==> config.mk <==
export PLATFORM = sky130hd
export DESIGN_NAME = riscv_boot_ctrl
export DESIGN_NICKNAME = d
export VERILOG_FILES = /design/src/rtl/riscv_boot_pkg.sv /design/src/rtl/byte_packer.sv /design/src/rtl/riscv_boot_ctrl.sv
export SDC_FILE = /design/constraint.sdc
export NUM_CORES = 1
export LEC_CHECK = 0
export ABC_AREA = 1
export CAP_MARGIN = 30
export CORE_MARGIN = 2
export CORE_UTILIZATION = 45
export CTS_CLUSTER_SIZE = 14
export DETAILED_ROUTE_END_ITERATION = 16
export PLACE_DENSITY = 0.75
export SLEW_MARGIN = 20
export SYNTH_ARGS = -nofsm -noshare
export SYNTH_HDL_FRONTEND = slang
export SYNTH_HIERARCHICAL = 1
export SYNTH_SLANG_ARGS = --single-unit
export TNS_END_PERCENT = 100
==> constraint.sdc <==
create_clock -name clk -period 2.7 [get_ports clk]
set_input_delay 0.54 -clock clk [delete_from_list [all_inputs] [get_ports clk]]
set_output_delay 0.54 -clock clk [all_outputs]
set_load 0.02 [all_outputs]
==> src/rtl/riscv_boot_pkg.sv <==
// riscv_boot_pkg: shared states and constants for the boot/run sequencer
package riscv_boot_pkg;
  typedef enum logic [2:0] {
    S_IDLE,
    S_LEN_LO,
    S_LEN_HI,
    S_LOAD,
    S_FLUSH,
    S_RUN,
    S_HALT,
    S_ERR
  } state_t;
  localparam logic [31:0] ECALL_INSN = 32'h0000_0073;
  localparam int LEN_W = 16;
  localparam int BYTES_PER_WORD = 4;
endpackage

==> src/rtl/byte_packer.sv <==
// byte_packer: packs a little-endian byte stream into 32-bit words with a registered word strobe
module byte_packer
  import riscv_boot_pkg::*;
(
  input  logic        clk,
  input  logic        rst_n,
  input  logic        clr,
  input  logic        in_valid,
  input  logic [7:0]  in_data,
  output logic        word_valid,
  output logic [31:0] word,
  output logic [1:0]  lane
);
  logic [1:0]  lane_q, lane_d;
  logic [31:0] word_q, word_d;
  logic        vld_q, vld_d;
  always_comb begin
    lane_d = clr ? 2'd0 : in_valid ? lane_q + 2'd1 : lane_q;
    word_d = clr ? '0 : in_valid ? {in_data, word_q[31:8]} : word_q;
    vld_d  = !clr && in_valid && lane_q == 2'(BYTES_PER_WORD - 1);
  end
  always_ff @(posedge clk or negedge rst_n) begin
    if (!rst_n) begin
      lane_q <= '0;
      word_q <= '0;
      vld_q  <= 1'b0;
    end else begin
      lane_q <= lane_d;
      word_q <= word_d;
      vld_q  <= vld_d;
    end
  end
  assign word_valid = vld_q;
  assign word       = word_q;
  assign lane       = lane_q;
endmodule

==> src/rtl/riscv_boot_ctrl.sv <==
// riscv_boot_ctrl: loads a byte-stream image into IMEM, runs the core until ecall or watchdog
module riscv_boot_ctrl
  import riscv_boot_pkg::*;
#(
  parameter int ADDR_W     = 8,
  parameter int MAX_CYCLES = 100000
) (
  input  logic              clk,
  input  logic              rst_n,
  input  logic              start,
  input  logic              s_valid,
  input  logic [7:0]        s_data,
  output logic              s_ready,
  output logic              imem_we,
  output logic [ADDR_W-1:0] imem_waddr,
  output logic [31:0]       imem_wdata,
  output logic              cpu_rst_n,
  output logic              cpu_run,
  input  logic [31:0]       cpu_instr,
  input  logic [31:0]       cpu_a0,
  output logic              busy,
  output logic              done,
  output logic              err,
  output logic              timeout,
  output logic [31:0]       result,
  output logic [31:0]       cycles
);
  state_t            state_q, state_d;
  logic [LEN_W-1:0]  len_q, len_d, n;
  logic [ADDR_W-1:0] widx_q, widx_d;
  logic              cpu_rst_n_q, cpu_rst_n_d;
  logic              s_ready_q, s_ready_d;
  logic              busy_q, busy_d, done_q, done_d, err_q, err_d;
  logic              timeout_q, timeout_d;
  logic [31:0]       result_q, result_d, cycles_q, cycles_d;
  logic              start_ok, accept, is_ecall, last_word, word_valid;
  logic [31:0]       word;
  logic [1:0]        lane;
  byte_packer u_packer (
    .clk        (clk),
    .rst_n      (rst_n),
    .clr        (start_ok),
    .in_valid   (accept && state_q == S_LOAD),
    .in_data    (s_data),
    .word_valid (word_valid),
    .word       (word),
    .lane       (lane)
  );
  always_comb begin
    start_ok    = start && (state_q inside {S_IDLE, S_HALT, S_ERR});
    accept      = s_valid && s_ready_q;
    is_ecall    = cpu_instr == ECALL_INSN;
    n           = {s_data, len_q[7:0]};
    last_word   = 32'(widx_q) == 32'(len_q) - 32'd1;
    state_d     = state_q;
    len_d       = len_q;
    cpu_rst_n_d = cpu_rst_n_q;
    timeout_d   = timeout_q;
    result_d    = result_q;
    cycles_d    = cycles_q;
    widx_d      = start_ok ? '0 : word_valid ? widx_q + ADDR_W'(1) : widx_q;
    if (start_ok) begin
      state_d     = S_LEN_LO;
      cycles_d    = '0;
      timeout_d   = 1'b0;
      cpu_rst_n_d = 1'b0;
    end else begin
      case (state_q)
        S_LEN_LO: if (accept) begin
          len_d   = {8'h00, s_data};
          state_d = S_LEN_HI;
        end
        S_LEN_HI: if (accept) begin
          len_d   = n;
          state_d = (n == '0 || 32'(n) > (32'd1 << ADDR_W)) ? S_ERR : S_LOAD;
        end
        S_LOAD: if (accept && lane == 2'(BYTES_PER_WORD - 1) && last_word) state_d = S_FLUSH;
        S_FLUSH: begin
          state_d     = S_RUN;
          cpu_rst_n_d = 1'b1;
        end
        S_RUN: if (is_ecall) begin
          state_d  = S_HALT;
          result_d = cpu_a0;
        end else begin
          cycles_d = cycles_q + 32'd1;
          if (cycles_q == 32'(MAX_CYCLES - 1)) begin
            state_d   = S_ERR;
            timeout_d = 1'b1;
          end
        end
        default: ;
      endcase
    end
    s_ready_d = state_d inside {S_LEN_LO, S_LEN_HI, S_LOAD};
    busy_d    = state_d inside {S_LEN_LO, S_LEN_HI, S_LOAD, S_FLUSH, S_RUN};
    done_d    = state_d == S_HALT;
    err_d     = state_d == S_ERR;
  end
  always_ff @(posedge clk or negedge rst_n) begin
    if (!rst_n) begin
      state_q     <= S_IDLE;
      len_q       <= '0;
      widx_q      <= '0;
      cpu_rst_n_q <= 1'b0;
      s_ready_q   <= 1'b0;
      busy_q      <= 1'b0;
      done_q      <= 1'b0;
      err_q       <= 1'b0;
      timeout_q   <= 1'b0;
      result_q    <= '0;
      cycles_q    <= '0;
    end else begin
      state_q     <= state_d;
      len_q       <= len_d;
      widx_q      <= widx_d;
      cpu_rst_n_q <= cpu_rst_n_d;
      s_ready_q   <= s_ready_d;
      busy_q      <= busy_d;
      done_q      <= done_d;
      err_q       <= err_d;
      timeout_q   <= timeout_d;
      result_q    <= result_d;
      cycles_q    <= cycles_d;
    end
  end
  assign cpu_run    = state_q == S_RUN && !is_ecall;
  assign s_ready    = s_ready_q;
  assign imem_we    = word_valid;
  assign imem_waddr = widx_q;
  assign imem_wdata = word;
  assign cpu_rst_n  = cpu_rst_n_q;
  assign busy       = busy_q;
  assign done       = done_q;
  assign err        = err_q;
  assign timeout    = timeout_q;
  assign result     = result_q;
  assign cycles     = cycles_q;
endmodule

==> results of run 1 <==
[flip-flops by register name, summed over array words and instances, names as in the netlist]
name / flops
timeout: 1
s_ready: 1
done: 1
cpu_rst_n: 1
state_q: 3
len_q: 16
result: 32
imem_waddr: 8
busy: 1
err: 1
cycles: 32
u_packer/word: 32
u_packer/word_valid: 1
u_packer/lane: 2
[area by class of cell]
class | count | area (um^2) | share of cell area
flip-flops and latches | 132 | 3303 | 0.3363
multi-input cells | 585 | 3322 | 0.3383
inverters | 79 | 301.5 | 0.03070
clock inverters | 15 | 167.7 | 0.01707
repair buffers | 204 | 2037 | 0.2074
clock buffers | 17 | 425.4 | 0.04332
well taps | 211 | 264.0 | 0.02688
[cells by family (layout without fill, tap and decap cells)]
family          after synthesis  in the layout  synth area share
flops                       132            132            0.4656
xor+xnor                     22             22           0.02716
compound gates               77             77           0.06261
simple gates                449            449            0.3178
fa+ha+maj                     5              5          0.008818
buf+inv                     104            315           0.06720
mux                          32             32           0.05079
[placed cells by master (no fill, tap or decap), types with 17 or more instances in the layout]
cell type        synthesis  final
nand2_1                207    207
mux2_2                  32     32
nand3_2                 33     33
o31ai_1                 17     17
nand4_1                 23     23
dfrtp_1                132    132
nor2_1                  77     76
clkdlybuf4s50_1          0    185
clkbuf_16                0     17
nand3_1                 40     40
inv_1                   65     65
o21ai_0                 36     36
nor3_1                  23     23
[power groups by stage]
stage | Clock (mW) | Combinational, mW | Sequential (mW)
floorplan | 0 | 2.00 | 2.60
global placement | 0 | 2.88 | 2.54
detailed placement | 0 | 2.91 | 2.54
CTS | 2.37 | 2.94 | 2.51
global route | 2.47 | 3.29 | 2.55
finish | 2.32 | 2.93 | 2.52
[per-layer routing]
metal / global-route usage / wire (um)
met5: 0 / 0
met4: 0.08729 / 455
met3: 0.05780 / 1060
met2: 0.3763 / 9160
met1: 0.2966 / 7913
[path summary, 6_finish.rpt]
path / to / cells after the start / slack, ps / from
max: cpu_run / 6 / 140 / cpu_instr[19]
min: len_q[15] / 1 / 50 / rst_n
max reg2reg: busy / 19 / 420 / len_q[0]
min reg2reg: u_packer/word[3] / 2 / 470 / u_packer/word[3]
max in group asynchronous: result[26] / 2 / 2020 / rst_n
min in group clk: u_packer/word[3] / 2 / 470 / u_packer/word[3]
[metrics by stage]
step	instances	total power [mW]
floorplan	821	4.595
global placement	1211	5.423
detailed placement	1211	5.456
CTS	1243	7.825
global route	1243	8.314
finish	1243	7.771
[repair_timing]
item | in CTS | in global routing
endpoints found under the setup margin | 1 | 0
resized for setup | 1 | 0
buffers inserted | 0 | 0
[worst reg2reg max path: cells and delay by family, from the launching register on]
| kind | cells | cell delay, ps |
|---|---|---|
| simple gates | 16 | 1360 |
| flops | 1 | 390 |
| fa+ha+maj | 1 | 270 |
| buf+inv | 2 | 180 |
==> run metrics, run 1 <==
vias=6379; Initial Util=0.4632; CP Max Fanout=2; f_max=389.9 MHz; post-route clock period utilization=0.9499; Post-synth top flop=dfrtp_1; # rows=45; DR iter-0 viols=around 430; switching pwr=3.111 mW; post-synthesis sequential area ratio=0.4656; Max-slew headroom=0.6701; cell count after synthesis=821; total track usage=0.2304; Syn Std Cell Area=approximately 7100 um^2; Post-synth EDFFs=0; status=finished clean; Least-Margin Pin Slew=just under 500 ps; post-synth cell types=41; Core Footprint=15310 um^2; internal power=4.660 mW; Async SR Flop Fraction=1.000; Clk pwr share=0.299; TritonCTS clock tree=built; IO Port Bufs=187; synth top area cells=dfrtp_1 (47%), nand2_1 (11%), mux2_2 (5.1%); Ports=~190; Die Y-Extent=129.6 um; Crit. End Element=output pin; startpoint types=input pin; share of layout cells above drive strength 1=0.1560; maximum VDD drop=0.0006276 V; TNS Setup=0 ps; Hold Buf Count CTS=0; CP top delay family=simple AND/OR/NAND/NOR gates; clk sink count=132; DP Worst Slack=-136.6 ps; Die ar.=between 15000 and 20000 um^2; Synth Net Count=902; routability cong.=0.9102; WP buf/inv=2; CP Class=in2out; Clk pin slew, worst setup/hold paths=around 60 ps; # nets final=1100; CP Data Arrival Time=slightly above 2000 ps; sw frac=0.4003; min Tclk post-route=2565 ps; global-route wire length before repair=30450 um; Root Driver=clkbuf_16; DP HPWL=13630 um; Finish-stage setup viols=0; Design Area, Final=slightly below 10000 um^2; Final Hold Viols=0; Flop pwr share=0.324; WHS=46.01 ps; Comb power frac=0.377; GRT Residual Overflow=0; vias per inst=around 5.1; First-pass DRT Iterations=5; Max-Cap Viols=0; antenna violations before repair=0; top post-synthesis cells by count=nand2_1 (207), dfrtp_1 (132), nor2_1 (77); H-tree levels=4; P&R area growth vs syn=38.43%; critical path's slowest cell=nor4_4; Syn. warnings=6; most frequent cell after synthesis=nand2_1; CP Cell Sequence=clkdlybuf4s50_1, nor2_1, nand4_1, nor4_4, nor2_4, dlygate4sd2_1; Filler cells=1294; register bit total from synthesis=132; Post-Route Utilization=0.6413; skew final=8.784 ps; Worst EP required=2160 ps; WL/cell=14.96 um; Max Transition Viols Final=0; Num CTS Buffers=17; DRC viols=0; fraction of post-synthesis cell area in the top cell type by area=0.4656; Die W=~130 um; # diodes=0; vias in the first global route=6211; largest net degree at the start of global routing=55; placed instance area=between 9000 and 10000 um^2; detailed-route wire length=18590 um; min-delay worst type=in2async; Largest stage delay, worst path=approximately 400 ps; Avg Synthesized Cell Area=~8.6 um^2; PwrDens=791.3 nW/um^2; leakage power=4.357 nW; Clock Path Buffers=2; final antenna-violating net count=0; RSZ-0062 raised after global routing=false; final setup margin=135.3 ps; leading area contributor after synthesis=dfrtp_1; worst skew pair latency=420 ps
No activity file was read; power rests on OpenSTA's default activity.
==> inputs of run 2 (changes only) <==
CTS_CLUSTER_SIZE = 16   (was 14)
SKIP_LAST_GASP = 1   (was unset)
==> results of run 2 <==
No change in the layout: final DEF, timing and power equal those of run 1.
